--- src/rtl/decode_stage.sv ---
`default_nettype none
// ============================================================================
//  Module      : decode_stage
//  Description : Registered RV32I instruction-decode stage. Extracts rs1/rs2/
//                rd, the sign-extended immediate and register-use flags, flags
//                illegal encodings and carries the PC from fetch to execute.
//                Valid/ready handshakes on both sides. With SKID=1 a 2-entry
//                skid buffer makes ready_o a registered signal so that the
//                execute-side ready never reaches fetch combinationally.
//  Parameters  : RV32E       1: a used register index >= 16 is illegal
//                CHECK_FUNCT 1: reserved funct3/funct7 and instr[1:0]!=2'b11
//                               are illegal
//                SKID        1: output reg + skid reg, registered ready_o
//                            0: output reg only, ready_o = ready_i | ~valid_o
//  Ports       : clk, rstn_i (async, active-low), flush_i
//                fetch side   : valid_i, ready_o, instr_i[31:0], pc_i[31:0]
//                execute side : valid_o, ready_i, pc_o, rs1_o, rs2_o, rd_o,
//                               rs1_used_o, rs2_used_o, imm_o, invalid_o
//  Revision    : 1.0  initial release
// ============================================================================
module decode_stage #(
    parameter int unsigned RV32E       = 0,
    parameter int unsigned CHECK_FUNCT = 1,
    parameter int unsigned SKID        = 1
) (
    input  logic        clk,
    input  logic        rstn_i,
    input  logic        flush_i,
    input  logic        valid_i,
    output logic        ready_o,
    input  logic [31:0] instr_i,
    input  logic [31:0] pc_i,
    output logic        valid_o,
    input  logic        ready_i,
    output logic [31:0] pc_o,
    output logic [4:0]  rs1_o,
    output logic [4:0]  rs2_o,
    output logic [4:0]  rd_o,
    output logic        rs1_used_o,
    output logic        rs2_used_o,
    output logic [31:0] imm_o,
    output logic        invalid_o
);

    // Major opcodes, instr[6:2]; instr[1:0] is checked separately.
    localparam logic [4:0] c_OPC_LOAD   = 5'b00000;
    localparam logic [4:0] c_OPC_FENCE  = 5'b00011;
    localparam logic [4:0] c_OPC_OPIMM  = 5'b00100;
    localparam logic [4:0] c_OPC_AUIPC  = 5'b00101;
    localparam logic [4:0] c_OPC_STORE  = 5'b01000;
    localparam logic [4:0] c_OPC_OP     = 5'b01100;
    localparam logic [4:0] c_OPC_LUI    = 5'b01101;
    localparam logic [4:0] c_OPC_BRANCH = 5'b11000;
    localparam logic [4:0] c_OPC_JALR   = 5'b11001;
    localparam logic [4:0] c_OPC_JAL    = 5'b11011;
    localparam logic [4:0] c_OPC_SYSTEM = 5'b11100;

    localparam logic [6:0] c_F7_ZERO = 7'h00;
    localparam logic [6:0] c_F7_ALT  = 7'h20;

    typedef struct packed {
        logic [31:0] pc;
        logic [4:0]  rs1;
        logic [4:0]  rs2;
        logic [4:0]  rd;
        logic        rs1_used;
        logic        rs2_used;
        logic [31:0] imm;
        logic        invalid;
    } entry_t;

    typedef enum logic [1:0] {
        S_EMPTY = 2'd0,
        S_FULL  = 2'd1,
        S_SKID  = 2'd2
    } state_t;

    // ------------------------------------------------------------------------
    // Combinational decode of the incoming word
    // ------------------------------------------------------------------------
    logic [2:0]  w_f3;
    logic [6:0]  w_f7;
    logic [31:0] w_imm_i;
    logic [31:0] w_imm_s;
    logic [31:0] w_imm_b;
    logic [31:0] w_imm_j;
    logic [31:0] w_imm_u;
    logic        w_bad_funct;
    entry_t      w_dec;
    entry_t      r_out;

    assign w_f3    = instr_i[14:12];
    assign w_f7    = instr_i[31:25];
    assign w_imm_i = {{20{instr_i[31]}}, instr_i[31:20]};
    assign w_imm_s = {{20{instr_i[31]}}, instr_i[31:25], instr_i[11:7]};
    assign w_imm_b = {{19{instr_i[31]}}, instr_i[31], instr_i[7],
                      instr_i[30:25], instr_i[11:8], 1'b0};
    assign w_imm_j = {{11{instr_i[31]}}, instr_i[31], instr_i[19:12],
                      instr_i[20], instr_i[30:21], 1'b0};
    assign w_imm_u = {instr_i[31:12], 12'b0};

    always_comb begin
        w_dec       = '0;
        w_dec.pc    = pc_i;
        w_bad_funct = 1'b0;
        case (instr_i[6:2])
            c_OPC_LUI, c_OPC_AUIPC: begin
                w_dec.rd  = instr_i[11:7];
                w_dec.imm = w_imm_u;
            end
            c_OPC_JAL: begin
                w_dec.rd  = instr_i[11:7];
                w_dec.imm = w_imm_j;
            end
            c_OPC_JALR: begin
                w_dec.rs1      = instr_i[19:15];
                w_dec.rs1_used = 1'b1;
                w_dec.rd       = instr_i[11:7];
                w_dec.imm      = w_imm_i;
                w_bad_funct    = (w_f3 != 3'd0);
            end
            c_OPC_LOAD: begin
                w_dec.rs1      = instr_i[19:15];
                w_dec.rs1_used = 1'b1;
                w_dec.rd       = instr_i[11:7];
                w_dec.imm      = w_imm_i;
                w_bad_funct    = (w_f3 == 3'd3) || (w_f3 == 3'd6) || (w_f3 == 3'd7);
            end
            c_OPC_OPIMM: begin
                w_dec.rs1      = instr_i[19:15];
                w_dec.rs1_used = 1'b1;
                w_dec.rd       = instr_i[11:7];
                w_dec.imm      = w_imm_i;
                // Only the shift encodings constrain the upper immediate bits.
                w_bad_funct    = ((w_f3 == 3'd1) && (w_f7 != c_F7_ZERO)) ||
                                 ((w_f3 == 3'd5) && (w_f7 != c_F7_ZERO) && (w_f7 != c_F7_ALT));
            end
            c_OPC_OP: begin
                w_dec.rs1      = instr_i[19:15];
                w_dec.rs2      = instr_i[24:20];
                w_dec.rs1_used = 1'b1;
                w_dec.rs2_used = 1'b1;
                w_dec.rd       = instr_i[11:7];
                // funct7=0x20 exists only for SUB (f3=0) and SRA (f3=5).
                w_bad_funct    = ((w_f7 != c_F7_ZERO) && (w_f7 != c_F7_ALT)) ||
                                 ((w_f7 == c_F7_ALT) && (w_f3 != 3'd0) && (w_f3 != 3'd5));
            end
            c_OPC_STORE: begin
                w_dec.rs1      = instr_i[19:15];
                w_dec.rs2      = instr_i[24:20];
                w_dec.rs1_used = 1'b1;
                w_dec.rs2_used = 1'b1;
                w_dec.imm      = w_imm_s;
                w_bad_funct    = (w_f3 > 3'd2);
            end
            c_OPC_BRANCH: begin
                w_dec.rs1      = instr_i[19:15];
                w_dec.rs2      = instr_i[24:20];
                w_dec.rs1_used = 1'b1;
                w_dec.rs2_used = 1'b1;
                w_dec.imm      = w_imm_b;
                w_bad_funct    = (w_f3 == 3'd2) || (w_f3 == 3'd3);
            end
            c_OPC_FENCE, c_OPC_SYSTEM: begin
                // Passed through as legal with no register or immediate fields.
            end
            default: begin
                w_dec.invalid = 1'b1;
            end
        endcase

        if ((CHECK_FUNCT != 0) && (w_bad_funct || (instr_i[1:0] != 2'b11))) begin
            w_dec.invalid = 1'b1;
        end

        // rd is already zero when unused, so only the source flags need gating.
        if ((RV32E != 0) && ((w_dec.rs1_used && w_dec.rs1[4]) ||
                             (w_dec.rs2_used && w_dec.rs2[4]) || w_dec.rd[4])) begin
            w_dec.invalid = 1'b1;
        end
    end

    // ------------------------------------------------------------------------
    // Handshake / storage
    // ------------------------------------------------------------------------
    generate
        if (SKID != 0) begin : g_skid
            state_t r_state;
            state_t w_state_nxt;
            entry_t r_skid;
            logic   w_accept;
            logic   w_deliver;
            logic   w_load_out_in;
            logic   w_load_out_skid;
            logic   w_load_skid;

            assign w_accept  = valid_i & (r_state != S_SKID);
            assign w_deliver = ready_i & (r_state != S_EMPTY);

            always_ff @(posedge clk or negedge rstn_i) begin
                if (!rstn_i) begin
                    r_state <= S_EMPTY;
                end else begin
                    r_state <= w_state_nxt;
                end
            end

            always_comb begin
                w_state_nxt     = r_state;
                w_load_out_in   = 1'b0;
                w_load_out_skid = 1'b0;
                w_load_skid     = 1'b0;
                if (flush_i) begin
                    w_state_nxt = S_EMPTY;
                end else begin
                    case (r_state)
                        S_EMPTY: begin
                            if (w_accept) begin
                                w_state_nxt   = S_FULL;
                                w_load_out_in = 1'b1;
                            end
                        end
                        S_FULL: begin
                            if (w_accept && w_deliver) begin
                                w_load_out_in = 1'b1;
                            end else if (w_accept) begin
                                w_state_nxt = S_SKID;
                                w_load_skid = 1'b1;
                            end else if (w_deliver) begin
                                w_state_nxt = S_EMPTY;
                            end
                        end
                        S_SKID: begin
                            if (w_deliver) begin
                                w_state_nxt     = S_FULL;
                                w_load_out_skid = 1'b1;
                            end
                        end
                        default: begin
                            w_state_nxt = S_EMPTY;
                        end
                    endcase
                end
            end

            always_ff @(posedge clk or negedge rstn_i) begin
                if (!rstn_i) begin
                    r_out  <= '0;
                    r_skid <= '0;
                end else begin
                    if (w_load_out_in) begin
                        r_out <= w_dec;
                    end else if (w_load_out_skid) begin
                        r_out <= r_skid;
                    end
                    if (w_load_skid) begin
                        r_skid <= w_dec;
                    end
                end
            end

            // Derived purely from the state register: no path from ready_i.
            assign ready_o = (r_state != S_SKID);
            assign valid_o = (r_state != S_EMPTY);
        end else begin : g_noskid
            logic r_valid;
            logic w_accept;

            assign ready_o  = ready_i | ~r_valid;
            assign w_accept = valid_i & ready_o;

            always_ff @(posedge clk or negedge rstn_i) begin
                if (!rstn_i) begin
                    r_valid <= 1'b0;
                    r_out   <= '0;
                end else if (flush_i) begin
                    r_valid <= 1'b0;
                end else if (w_accept) begin
                    r_valid <= 1'b1;
                    r_out   <= w_dec;
                end else if (ready_i) begin
                    r_valid <= 1'b0;
                end
            end

            assign valid_o = r_valid;
        end
    endgenerate

    assign pc_o       = r_out.pc;
    assign rs1_o      = r_out.rs1;
    assign rs2_o      = r_out.rs2;
    assign rd_o       = r_out.rd;
    assign rs1_used_o = r_out.rs1_used;
    assign rs2_used_o = r_out.rs2_used;
    assign imm_o      = r_out.imm;
    assign invalid_o  = r_out.invalid;

endmodule
`default_nettype wire
--- config.mk ---
export PLATFORM = sky130hd
export DESIGN_NAME = decode_stage
export DESIGN_NICKNAME = d
export VERILOG_FILES = /design/src/rtl/decode_stage.sv
export SDC_FILE = /design/constraint.sdc
export NUM_CORES = 1
export LEC_CHECK = 0
export ABC_AREA = 1
export BUFFER_PORTS_ARGS = -buffer_cell sky130_fd_sc_hd__buf_2
export CORE_MARGIN = 2
export CORE_UTILIZATION = 59
export CTS_CLUSTER_DIAMETER = 60
export DETAILED_ROUTE_END_ITERATION = 8
export PLACE_DENSITY = 0.85
export SYNTH_ARGS = -nofsm -noshare
export SYNTH_HDL_FRONTEND = slang
export SYNTH_SLANG_ARGS = --single-unit
--- constraint.sdc ---
create_clock -name clk -period 3.8 [get_ports clk]
set_clock_uncertainty 0.1 [all_clocks]
set_input_delay 0.19 -clock clk [delete_from_list [all_inputs] [get_ports clk]]
set_output_delay 0.19 -clock clk [all_outputs]
set_load 0.01 [all_outputs]
==> reports/summary.txt, run 1 <==
Status - complete, no violations
Cells along the critical path - dlygate4sd3_1, buf_2, or2_1, nand3_2, nand2_2, inv_2, buf_4, nand2_1, nand3_1
Slew @ Worst Pin - 1.14 ns
RSZ-0062 raised after global routing - no
Slowest cell on crit path - inv_2
Final worst slack - 0.999 ns
Area Overhead vs Synth - 25.7%
WP data required - 4.06 ns
Critical path peak fanout - 61
TritonCTS Buffers - 17
Layout cells sized above 1 - 19.7%
Period Utilization, post-route - 73.7%
Post-CTS Resized - 0
Critical path class - primary input to register
Ys Warns - 0
Setup TNS - 0 ns
Met1 WL - 7.90 mm
Routed WL - 20.0 mm
Top post-synthesis cells by area - dfrtp_1 56%, nand2_1 16%, nand3_1 5.1%, inv_1 3.2%, o21ai_0 3.2%
Final Hold Violating Endpoints - 0
Syn nets - 945
Clock tree root buffer cell - clkbuf_16
Delay-heaviest family, CP - buffers and inverters
Internal power - 3.78 mW
Register-to-register setup slack - 1.02 ns
Vias per inst - 5.50
Remaining antenna violation count - 0
Hold/Removal Path Class - primary input to register
Max-capacitance violation count - 0
Grt ovf - 0
Clk pwr share - 32.1%
Bufs and invs on worst path - 4
Sequential share of power - 47.1%
Number of remaining DRC errors - 0
Yosys reg bits - 166
Routed vias - 6816
Met2 wire len - 10.0 mm
Combinational share of power - 20.8%
WP data arrival - 3.06 ns
Synth unique cells - 32
Peak supply drop - 0.522 mV
Pwr dens - 587 mW/mm^2
Crit. End Element - register
Reg clk slew, reported paths - 0.06 ns
Post-synth EDFFs - 0
Vias in the first global route - 6799
Switching power share of the total - 30.9%
Top cell type by total area after synthesis - dfrtp_1
DR WL met3 - 1.53 mm
Crit start category - primary input
Switching Power - 1.69 mW
Fmax - 357 MHz
Fillcell total - 841
CTS tree - yes
Placed inst area - 0.00819 sq mm
Utilization after layout - 76.9%
Core area - 0.0121 sq mm
IO Port Bufs - 152
Skew-Pair Late Insertion Delay - 0.43 ns
Die Y - 116 microns
Post-CTS Setup Repair Bufs - 0
Top routing layer used - met4
All-layer global routing usage - 31.5%
Syn Inst Count - 876
DP HPWL - 11.4 mm
First-pass GRT wire length - 32.8 mm
Post-synth ARST share - 100%
Synthesized area - 0.00741 sq mm
Final Wtd Congestion - 0.910
Average wire per standard cell - 16.2 microns
Syn Area/Cell - 8.46 sq um
Most frequent cells after synthesis - 325 x nand2_1, 166 x dfrtp_1, 75 x nand3_1
Pwr Total - 5.47 mW
Die area - 0.0135 sq mm
Initial Utilization - 61.2%
Post-route minimum period - 2.80 ns
Final setup viols - 0
H-tree depth - 4
Worst slew margin - 23.9%
Row cnt - 40
Largest net degree at the start of global routing - 116
Die Wd - 116 microns
Initial antenna violation count - 0
Num ports - 153
# clock sinks - 166
Max Slew Vio Count - 0
Leakage power - 4.87 nW
Post-route cell area - 0.00932 sq mm
Fin nets - 1127
Top FF cell, synth - dfrtp_1
CP max stage delay - 0.84 ns
1st-pass router iterations - 6
Clock Path Buffers - 2
Initial DRC count - 665
Synth top area share - 56.1%
N_diodes - 0
Post-synthesis sequential area ratio - 56.1%
Top-count cell post-synth - nand2_1
DP Worst Slack - 1.12 ns
[worst paths after layout]
path                                         from           endpoint  depth (start not counted)
min in group asynchronous                  rstn_i  g_skid.r_skid[71]                          2
worst min register to register           pc_o[18]           pc_o[18]                          2
worst max register to register  g_skid.r_state[0]          imm_o[22]                          8
worst max-delay path                      ready_i          imm_o[22]                          9
worst min-delay path                     pc_i[25]  g_skid.r_skid[75]                          3
max in group asynchronous                  rstn_i  g_skid.r_skid[50]                          3
[power groups by stage]
| stage | Combinational (mW) | Sequential [mW] | Clock, mW |
|---|---|---|---|
| 2_1_floorplan | 0.582 | 2.61 | 0 |
| 3_3_place_gp | 1.02 | 2.56 | 0 |
| 3_5_place_dp | 1.07 | 2.57 | 0 |
| 4_1_cts | 1.12 | 2.56 | 1.75 |
| 5_1_grt | 1.29 | 2.63 | 1.83 |
| 6_report | 1.14 | 2.58 | 1.76 |
[layout make-up]
type                            count  area [sq um]  share of cell area, %
Clock buffer                       21           480                   5.16
Sequential cell                   166          4150                   44.6
Tap cell                          168           210                   2.26
Timing Repair Buffer              211          1370                   14.7
Multi-Input combinational cell    592          2720                   29.2
Clock inverter                     11           120                   1.29
Inverter                           70           263                   2.82
[cell families (layout without fill, tap and decap cells)]
| logic type | Yosys count | after routing | synth area share [%] |
|---|---|---|---|
| flops | 166 | 166 | 56.1 |
| buf+inv | 118 | 313 | 7.21 |
| simple gates | 456 | 456 | 25.2 |
| compound gates | 136 | 136 | 11.5 |
[per-stage QoR]
step | instances | hold WS [ns]
finish | 1239 | 0.0101
global route | 1239 | 0.0214
CTS | 1239 | 0.00630
detailed placement | 1154 | 0.208
global placement | 1154 | 0.203
floorplan | 876 | -0.206
[layout by cell type, fill, tap and decap left out, types with 3 or more instances in the layout]
cell type      count
nand2_1          325
dfrtp_1          166
buf_2            151
nand3_1           75
inv_1             62
dlygate4sd3_1     53
o21ai_0           47
nor2_1            38
o211ai_1          21
a22oi_1           21
a31oi_1           17
clkbuf_16         17
o21ai_1           10
inv_2              8
a21oi_1            7
o22ai_1            4
clkinv_2           4
clkbuf_8           4
buf_4              4
nor2_2             3
nand2_2            3
nand3_2            3
nor3_1             3
a22o_1             3
clkinvlp_4         3
[metal layers]
layer / track usage, % / vias up
met5: 0 / -
met4: 14.0 / 0
met3: 7.95 / 61
met2: 52.2 / 305
met1: 39.3 / 3249
li1: - / 3201
[worst reg2reg max path, stage by stage (launching register included)]
cell and delay, ns:
dfrtp_1 0.41, inv_1 0.08, or2_1 0.22, nand3_2 0.29, nand2_2 0.18, inv_2 0.84
buf_4 0.39, nand2_1 0.10, nand3_1 0.10
[flip-flops by register name, indices dropped and copies added (netlist names)]
signal and cells:
g_skid.r_skid 82, g_skid.r_state 2, imm_o 32, invalid_o 1, pc_o 32, rd_o 5
rs1_o 5, rs1_used_o 1, rs2_o 5, rs2_used_o 1
[timing repair]
item                       in CTS  in global routing
setup endpoints to repair       0                  0
hold endpoints to repair      199                  0
hold buffers                   53                  0
Power figures use the tool's default switching activity.
==> run 2: changes to the inputs <==
ABC_AREA = 0   (was 1)
CORE_UTILIZATION = 49   (was 59)
PLACE_DENSITY = 0.76   (was 0.85)
clock period = 2.3 ns   (was 3.8 ns; I/O delays follow)
==> run 2 against run 1 <==
Against the previous run:
- via count decreased by 3.7%
- critical path depth decreased by 2
- synthesized cell count decreased by 10%
- sequential cell count unchanged
- worst hold slack improved by 0.064 ns
- register-to-register slack got worse by 0.82 ns
- largest cell class unchanged
- sequential share of layout area decreased by 0.76 points
- die area increased by 17%
- core utilization decreased by 11 points
==> reports/summary.txt, run 2 <==
Max-capacitance violation count - 0
CTS tree - yes
R2r worst-path depth - 7
Crit start category - register
Layout cells sized above 1 - 21.9%
Synth Area in Adders - 0.156%
Vias per inst - 5.57
Syn Area/Cell - 9.20 sq um
Routed WL - 19.7 mm
Clock tree root buffer cell - clkbuf_16
N_diodes - 0
Final Hold Violating Endpoints - 0
Top FF cell, synth - dfrtp_1
Post-CTS Setup Repair Bufs - 0
Post-synth EDFFs - 0
Slew @ Worst Pin - 0.827 ns
Clock Path Buffers - 2
Area Overhead vs Synth - 31.0%
Critical path depth in cells - 7
Synthesized area - 0.00723 sq mm
Syn Inst Count - 786
Number of remaining DRC errors - 0
Fin nets - 1051
Crit. End Element - register
Routed vias - 6562
First-pass GRT wire length - 32.2 mm
Top reg by flops - g_skid.r_skid
Peak supply drop - 0.550 mV
Reg clk slew, reported paths - 0.06 ns
Most frequent cells after synthesis - 249 x nand2_1, 166 x dfrtp_1, 60 x o21ai_0
Final Wtd Congestion - 0.799
Worst slew margin - 44.8%
Initial DRC count - 616
WP data required - 2.56 ns
Most common cell after layout, fill and taps aside - nand2_1
Syn nets - 855
DP HPWL - 12.4 mm
Vias in the first global route - 6258
Combinational family with the most area after synthesis - simple AND/OR/NAND/NOR gates
# clock sinks - 166
Layout Cells excl Fill - 1178
Xor and xnor area share after synthesis - 0.121%
Proportion of synthesized area in mux cells - 0.709%
Die Wd - 126 microns
All-layer global routing usage - 25.5%
FF-to-FF Start - g_skid.r_state[1]
Delay-heaviest family, CP - simple AND/OR/NAND/NOR gates
Yosys reg bits - 166
Core area - 0.0145 sq mm
CP Capture Point - rs1_o[3]
Die Y - 126 microns
Synth top area share - 57.4%
Max FFs per register - 82
Average wire per standard cell - 16.8 microns
Skew-Pair Late Insertion Delay - 0.42 ns
Initial antenna violation count - 0
IO Port Bufs - 152
Utilization after layout - 65.5%
Post-Place Cells - 1087
Post-synthesis sequential area ratio - 57.4%
RSZ-0062 raised after global routing - no
Slowest cell on crit path - nor2_2
Critical path class - register to register
Grt ovf - 0
1st-pass router iterations - 6
Max Slew Vio Count - 0
H-tree depth - 4
WP data arrival - 2.36 ns
Final setup viols - 0
Top-count cell post-synth - nand2_1
Leakage power - 4.75 nW
Hold/Removal Path Class - primary input to asynchronous set/reset pin
Setup TNS - 0 ns
Initial Utilization - 50.0%
Fmax - 476 MHz
Post-route minimum period - 2.10 ns
TritonCTS Buffers - 17
Bufs and invs on worst path - 2
Die area - 0.0158 sq mm
Pwr dens - 833 mW/mm^2
Num ports - 153
Post-synth ARST share - 100%
Synth unique cells - 52
Commonest non-fill, non-tap cells in the layout - 249 x nand2_1, 166 x dfrtp_1, 151 x buf_2
Top post-synthesis cells by area - dfrtp_1 57%, nand2_1 13%, o21ai_0 4.2%, a22oi_1 3.0%, a31oi_1 2.9%
Post-synthesis simple-gate area fraction - 19.5%
R2r endpoint - rs1_o[3]
Ys Warns - 0
Row cnt - 44
Period Utilization, post-route - 91.3%
CP max stage delay - 0.63 ns
Post-synthesis compound-gate area fraction - 18.0%
Top cell type by total area after synthesis - dfrtp_1
Critical Path Source - g_skid.r_state[1]
Largest net degree at the start of global routing - 76
Register-to-register setup slack - 0.20 ns
Cells along the critical path - and2b_1, inv_2, nor3b_4, nor2_2, buf_12, a22o_1, a21o_1
Remaining antenna violation count - 0
Critical path peak fanout - 25
Status - complete, no violations
[run 2: changes by cell type in the layout (fill, tap and decap cells not counted), sizes merged, moves of 6 or more]
cell	before	now
o21ai	58	72
o211ai	21	1
inv	72	19
a21o	0	6
buf	158	171
nand2	328	249
a222oi	0	10
dlygate4sd3	53	60
a31oi	17	33
nand3	78	11
nor2b	0	6
a21oi	8	29
a22oi	21	29
[run 2: logic make-up after synthesis]
logic type               Yosys count
adder cells (fa/ha/maj)            1
AO/OA/AOI/OAI                    202
multiplexers                       5
buffers and inverters             71
flip-flops                       166
AND/OR/NAND/NOR                  340
XOR/XNOR                           1
[run 2: power by group]
part	switching, mW	leakage [nW]	internal [mW]	total [mW]
logic	0.712	2.33	0.557	1.27
registers	0.262	2.13	3.38	3.65
clock network	1.16	0.291	1.82	2.98
total	2.13	4.75	5.76	7.90
[run 2: timing repair]
item	4_1_cts	5_1_grt
gates resized for setup	0	0
hold endpoints to repair	308	0
hold buffers	60	0
[run 2: worst min path at each step]
stage	from	endpoint	slack, ns	cells past startpoint
6_report	rstn_i	g_skid.r_skid[76]	0.07	2
3_3_place_gp	rstn_i	g_skid.r_skid[76]	-0.04	1
2_1_floorplan	rstn_i	g_skid.r_skid[0]	-0.28	0
4_1_cts	valid_i	g_skid.r_state[0]	0.07	4
5_1_grt	rstn_i	g_skid.r_skid[76]	0.09	2
3_5_place_dp	rstn_i	g_skid.r_skid[76]	-0.04	1
[run 2: per-stage QoR]
stage                     setup slack, ns  power, mW  hold slack, ns  instance area (sq um)
final                               0.201       7.90          0.0739                   9480
after global routing                0.131       8.27          0.0915                   9480
after CTS                           0.236       7.93          0.0721                   9480
after detailed placement            0.270       4.87         -0.0434                   8270
after global placement              0.318       4.82         -0.0419                   8270
after floorplan                     0.588       4.29          -0.281                   7230
[run 2: layout make-up]
cell class	instances	area, sq um
fill	1158	5000
inverter	17	63.8
clock buffer	20	437
sequential	166	4150
clock inverter	11	175
tap	184	230
multi-input combinational	549	2810
timing repair buffer	231	1610
[run 2: routing by layer]
metal / up-vias / global-route usage, % / wire length (microns)
met1: 3163 / 35.4 / 8750
met2: 282 / 40.2 / 9240
met5: - / 0 / 0
met4: 0 / 7.65 / 265
li1: 3091 / - / -
met3: 26 / 5.95 / 1490
